===== config.mk =====
export PLATFORM = sky130hd
export DESIGN_NAME = sign_extender_flat
export DESIGN_NICKNAME = d
export VERILOG_FILES = /design/src/rtl/mips_pkg.sv /design/src/rtl/sign_extender_if.sv /design/src/rtl/sign_extend_comb.sv /design/src/rtl/sign_extender.sv /design/src/flat_wrapper.sv
export SDC_FILE = /design/constraint.sdc
export NUM_CORES = 1
export LEC_CHECK = 0
export CAP_MARGIN = 20
export CORE_MARGIN = 2
export CORE_UTILIZATION = 35
export CTS_CLUSTER_DIAMETER = 120
export DETAILED_ROUTE_END_ITERATION = 10
export PLACE_DENSITY_LB_ADDON = 0.3
export SLEW_MARGIN = 20
export SYNTH_ARGS = -nofsm -noshare
export SYNTH_HDL_FRONTEND = slang
export SYNTH_SLANG_ARGS = --single-unit
export TNS_END_PERCENT = 10

===== constraint.sdc =====
create_clock -name clk -period 1.5 [get_ports clk]
set_clock_uncertainty 0.1 [all_clocks]
set_input_delay 0.45 -clock clk [delete_from_list [all_inputs] [get_ports clk]]
set_output_delay 0.45 -clock clk [all_outputs]
set_load 0.01 [all_outputs]

===== src/rtl/mips_pkg.sv =====
`default_nettype none
// ============================================================================
// Module      : mips_pkg
// Description : Shared datapath widths and the extender mode encoding.
// Revision    : 1.0 - initial release
// ============================================================================
package mips_pkg;

  localparam int IMM_W  = 16;
  localparam int WORD_W = 32;

  // Extension modes, one per distinct result shape.
  typedef enum logic [2:0] {
    EXT_SH = 3'd0,  // sign-extend halfword
    EXT_ZH = 3'd1,  // zero-extend halfword
    EXT_SB = 3'd2,  // sign-extend byte
    EXT_ZB = 3'd3,  // zero-extend byte
    EXT_UP = 3'd4   // upper placement (LUI)
  } ext_mode_e;

  // Collapse the three mode bits into one mode. Upper wins over byte,
  // byte wins over halfword.
  function automatic ext_mode_e encode_mode(input logic upper,
                                            input logic byte_mode,
                                            input logic sign_ext);
    ext_mode_e m;
    if (upper)          m = EXT_UP;
    else if (byte_mode) m = sign_ext ? EXT_SB : EXT_ZB;
    else                m = sign_ext ? EXT_SH : EXT_ZH;
    return m;
  endfunction

endpackage
`default_nettype wire


===== src/rtl/sign_extender_if.sv =====
`default_nettype none
// ============================================================================
// Module      : sign_extender_if
// Description : Request/result bundle for the immediate/data extender.
// Revision    : 1.0 - initial release
// ============================================================================
interface sign_extender_if #(
  parameter int IN_W  = 16,
  parameter int OUT_W = 32
);

  logic             in_valid;
  logic [IN_W-1:0]  in;
  logic             sign_extend;
  logic             byte_mode;
  logic             upper;
  logic [OUT_W-1:0] out;
  logic             out_valid;

  // Requester side: drives the field and mode bits, observes the result.
  modport master (
    output in_valid, in, sign_extend, byte_mode, upper,
    input  out, out_valid
  );

  // Extender side.
  modport slave (
    input  in_valid, in, sign_extend, byte_mode, upper,
    output out, out_valid
  );

endinterface
`default_nettype wire


===== src/rtl/sign_extend_comb.sv =====
`default_nettype none
// ============================================================================
// Module      : sign_extend_comb
// Description : Pure combinational field extender (halfword/byte/upper).
// Revision    : 1.0 - initial release
// ============================================================================
module sign_extend_comb
  import mips_pkg::*;
#(
  parameter int IN_W  = IMM_W,
  parameter int OUT_W = WORD_W
) (
  input  wire ext_mode_e        i_mode,
  input  wire logic [IN_W-1:0]  i_in,
  output logic      [OUT_W-1:0] o_out
);

  localparam int c_PAD_H = OUT_W - IN_W;
  localparam int c_PAD_B = OUT_W - 8;

  // Select the extended shape for the decoded mode.
  always_comb begin
    o_out = '0;
    case (i_mode)
      EXT_UP:  o_out = {i_in, {c_PAD_H{1'b0}}};
      EXT_SB:  o_out = {{c_PAD_B{i_in[7]}}, i_in[7:0]};
      EXT_ZB:  o_out = {{c_PAD_B{1'b0}}, i_in[7:0]};
      EXT_SH:  o_out = {{c_PAD_H{i_in[IN_W-1]}}, i_in};
      EXT_ZH:  o_out = {{c_PAD_H{1'b0}}, i_in};
      default: o_out = '0;
    endcase
  end

endmodule
`default_nettype wire


===== src/rtl/sign_extender.sv =====
`default_nettype none
// ============================================================================
// Module      : sign_extender
// Description : Registered immediate/data extender with a valid flag,
//               one-cycle latency, no backpressure.
// Revision    : 1.0 - initial release
// ============================================================================
module sign_extender
  import mips_pkg::*;
#(
  parameter int IN_W  = IMM_W,
  parameter int OUT_W = WORD_W
) (
  input  wire logic clk,
  input  wire logic reset,
  sign_extender_if.slave bus
);

  ext_mode_e        w_mode;
  logic [OUT_W-1:0] w_ext;
  logic [OUT_W-1:0] r_out;
  logic             r_out_valid;

  assign w_mode = encode_mode(bus.upper, bus.byte_mode, bus.sign_extend);

  sign_extend_comb #(
    .IN_W  (IN_W),
    .OUT_W (OUT_W)
  ) u_ext (
    .i_mode (w_mode),
    .i_in   (bus.in),
    .o_out  (w_ext)
  );

  // Capture the result only for valid inputs; out holds across bubbles.
  always_ff @(posedge clk or posedge reset) begin
    if (reset) begin
      r_out       <= '0;
      r_out_valid <= 1'b0;
    end else begin
      r_out_valid <= bus.in_valid;
      if (bus.in_valid) begin
        r_out <= w_ext;
      end
    end
  end

  assign bus.out       = r_out;
  assign bus.out_valid = r_out_valid;

endmodule
`default_nettype wire


===== src/flat_wrapper.sv =====
// flat-port wrapper written by rule: the top's interface ports become plain ports
module sign_extender_flat import mips_pkg::*;
#(
  parameter int IN_W  = IMM_W,
  parameter int OUT_W = WORD_W
)
  (clk, reset, bus_in_valid, bus_in, bus_sign_extend, bus_byte_mode, bus_upper, bus_out, bus_out_valid);
  sign_extender_if #(.IN_W(IN_W), .OUT_W(OUT_W)) bus_i ();
  input  wire logic clk;
  input  wire logic reset;
  input wire logic [$bits(bus_i.in_valid)-1:0] bus_in_valid;
  input wire logic [$bits(bus_i.in)-1:0] bus_in;
  input wire logic [$bits(bus_i.sign_extend)-1:0] bus_sign_extend;
  input wire logic [$bits(bus_i.byte_mode)-1:0] bus_byte_mode;
  input wire logic [$bits(bus_i.upper)-1:0] bus_upper;
  output wire logic [$bits(bus_i.out)-1:0] bus_out;
  output wire logic [$bits(bus_i.out_valid)-1:0] bus_out_valid;
  assign bus_i.in_valid = bus_in_valid;
  assign bus_i.in = bus_in;
  assign bus_i.sign_extend = bus_sign_extend;
  assign bus_i.byte_mode = bus_byte_mode;
  assign bus_i.upper = bus_upper;
  assign bus_out = bus_i.out;
  assign bus_out_valid = bus_i.out_valid;
  sign_extender #(.IN_W(IN_W), .OUT_W(OUT_W)) u_core (.clk(clk), .reset(reset), .bus(bus_i));
endmodule

==> summary.txt <==
combinational share of power -> 0.206
initial antenna violation count -> 0
slack of the critical path -> 35.7 ps
pre-CTS setup slack -> -625 ps
number of setup violations in the final report -> 0
post-synth top area share -> 0.601
largest incremental delay on the critical path -> 400 ps
post-detailed-placement half-perimeter wirelength -> 2530 um
CTS tree -> done
Starting Density -> 0.370
number of enable flip-flop cells after synthesis -> 0
clock network fraction of design power -> 0.308
most used standard cell by instance count after synthesis -> sky130_fd_sc_hd__dfrtp_1
kind of end point of the critical path -> output port
cell types occupying the most area after synthesis -> sky130_fd_sc_hd__dfrtp_1 (60%), sky130_fd_sc_hd__a221o_2 (12%), sky130_fd_sc_hd__a221o_1 (5.1%)
kind of launch point of the worst setup path -> register
num rows -> 22
proportion of layout cells with a drive suffix above 1 -> 0.329
Slew HR -> 0.784
Post-Syn Nets -> 114
residual DRC count -> 0
max-cap violation count -> 0
detailed-route vias per instance -> 5.04
path category of the worst min-delay check -> reg2reg
final weighted congestion in routability-driven placement -> 0.822
Power Density -> 984 nW/um2
time the worst path needs with I/O delays and setup -> 1460 ps
hold path cells -> 1
R2R Path Start -> u_core.bus.out[23]
worst hold margin -> 403 ps
switching part of the total power -> 0.244
count of different cell masters after synthesis -> 21
cell with the largest stage delay on the worst path -> sky130_fd_sc_hd__dfrtp_1
worst-case hold path end point -> u_core.bus.out[31]
Critical Setup Path Class -> reg2out
data required time at the worst endpoint -> 950 ps
Clock Path Buffers -> 2
FF-to-FF path depth -> 1
top cell type by total area after synthesis -> sky130_fd_sc_hd__dfrtp_1
peak fanout along the critical path -> 2
cell types with the highest counts after synthesis -> sky130_fd_sc_hd__dfrtp_1 (33), sky130_fd_sc_hd__a221o_2 (15), sky130_fd_sc_hd__a22o_1 (8), sky130_fd_sc_hd__a221o_1 (7), sky130_fd_sc_hd__and2b_2 (6)
maximum clock frequency -> 683 MHz
clock buffers created by TritonCTS -> 5
sequential element share of the synthesized area -> 0.601
Worst R2R End -> u_core.bus.out[23]
async set or reset register ratio after synthesis -> 1.00
Avg WL per Cell -> 15.8 um
remaining antenna violation count -> 0
# clock sinks -> 33
largest net degree at the start of global routing -> 34
most frequently used flop master after synthesis -> sky130_fd_sc_hd__dfrtp_1
grt total ovfl -> 0
number of diodes added for antenna fixing -> 0
final routed wirelength across all metal layers -> 3360 um
total buffers and inverters traversed by the critical path -> 1
# fillers -> 312
Pint -> 1.59 mW
floorplan die area -> 4440 um2
Synth Instances -> 92
root buf cell -> sky130_fd_sc_hd__clkbuf_8
Data arrival, critical path -> 910 ps
count of state elements after synthesis -> 33
via count of the first global-routing pass -> 1135
die width -> 66.7 um
transition at the pin with the smallest max-transition slack -> 323 ps
count of hold-fix buffers inserted at cts -> 0
Cell Chain, Critical Path -> clkdlybuf4s15_1
internal reg-to-reg setup slack -> 510 ps
post-synthesis to final-layout area growth -> 55.6%
Final #Nets -> 186
core footprint -> 3720 um2
CTS clk-pin slew, worst paths -> 60 ps
clock latency of the later-clocked register in the worst-skew pair -> 270 ps
Sw Pwr -> 513 uW
per-instance average area after synthesis -> 14.9 um2
DRC violation total after the first TritonRoute iteration -> 55
total standard cell area after synthesis -> 1370 um2
hold violation count in the final report -> 0
count of input and output buffers -> 54
CTS H-Tree Depth -> 2
first-pass iteration count of the detailed router -> 4
fraction of power consumed by sequential logic -> 0.486
Worst Hold Launch -> u_core.bus.out[31]
Largest delay share family, worst path -> flip-flops
Syn. warnings -> 0
fin. max-slew vios -> 0
VDD IR max -> 0.398 mV
RSZ-0062 raised after global routing -> false
outcome -> finished, final reports clean
Final Cycle Share -> 0.976
GRT Overall Usage -> 0.172
number of vias in the routed layout -> 1069
Lkg Pwr -> 1.01 nW
die height -> 66.7 um
first-pass GRT wire length -> 5500 um
number of placed I/O pins -> 55
[layout make-up]
class / instances / area (um2) / area share
timing repair buffer: 73 / 682 / 0.319
sequential: 33 / 826 / 0.386
tap: 48 / 60.1 / 0.0281
clock buffer: 7 / 86.3 / 0.0404
multi-input combinational: 49 / 475 / 0.222
inverter: 2 / 7.51 / 0.00351
[cells in the final DEF, fill, tap and decap left out, drive strengths merged, types with 2 or more instances in the layout]
| cell | count |
|---|---|
| a221o | 22 |
| a22o | 8 |
| and2b | 7 |
| buf | 19 |
| clkbuf | 9 |
| clkdlybuf4s15 | 31 |
| clkdlybuf4s50 | 15 |
| dfrtp | 33 |
| dlygate4sd2 | 5 |
| inv | 2 |
| nand2 | 2 |
| nor2 | 2 |
[per-layer routing]
metal / vias up / routed length, um / global-route usage
met5: - / 0 / 0
met3: 4 / 244 / 0.0608
met2: 41 / 1590 / 0.261
met1: 519 / 1470 / 0.219
li1: 505 / - / -
met4: 0 / 47 / 0.0791
[flip-flops by register name, summed over array words and instances, names as in the netlist]
signal,cells
u_core.bus.out_valid,1
u_core.bus.out,32
[how the worst max path moves through the flow]
| stage | slack (ps) | end | cells past startpoint | startpoint |
|---|---|---|---|---|
| after floorplan | 40 | u_core.bus.out[20] | 5 | bus_byte_mode |
| after global placement | -580 | u_core.bus.out[21] | 4 | bus_in_valid |
| after detailed placement | -620 | u_core.bus.out[23] | 4 | bus_in_valid |
| after CTS | 0.2 | bus_out[3] | 1 | u_core.bus.out[3] |
| after global routing | 0.4 | bus_out[31] | 1 | u_core.bus.out[31] |
| final | 40 | bus_out[15] | 1 | u_core.bus.out[15] |
[through the flow]
stage	TNS (ps)	area [um2]	utilization	instances	total power, mW
floorplan	0	1370	-	92	1.22
global placement	-15240	2030	0.546	202	1.50
detailed placement	-16240	2030	0.546	202	1.52
CTS	0	2120	0.570	211	2.12
global route	0	2140	0.575	212	2.22
finish	0	2140	0.575	212	2.10
[power by group through the flow]
stage	sequential, mW	clock (mW)	combinational [mW]
2_1_floorplan	1.07	0	0.156
3_3_place_gp	1.04	0	0.470
3_5_place_dp	1.04	0	0.479
4_1_cts	1.02	0.668	0.433
5_1_grt	1.03	0.718	0.466
6_report	1.02	0.647	0.433
[cells by family after synthesis]
group,count (synthesis),share of synthesized area
buffers and inverters,10,0.0610
AOI/OAI and AO/OA,33,0.253
and+or+nand+nor,16,0.0847
DFF,33,0.601
[repair_timing]
action,in CTS,in global routing
setup buffers,2,1
gates resized for setup,60,17
pin swaps,2,0
endpoints found under the setup margin,62,20
(Power assumes the default switching activity.)
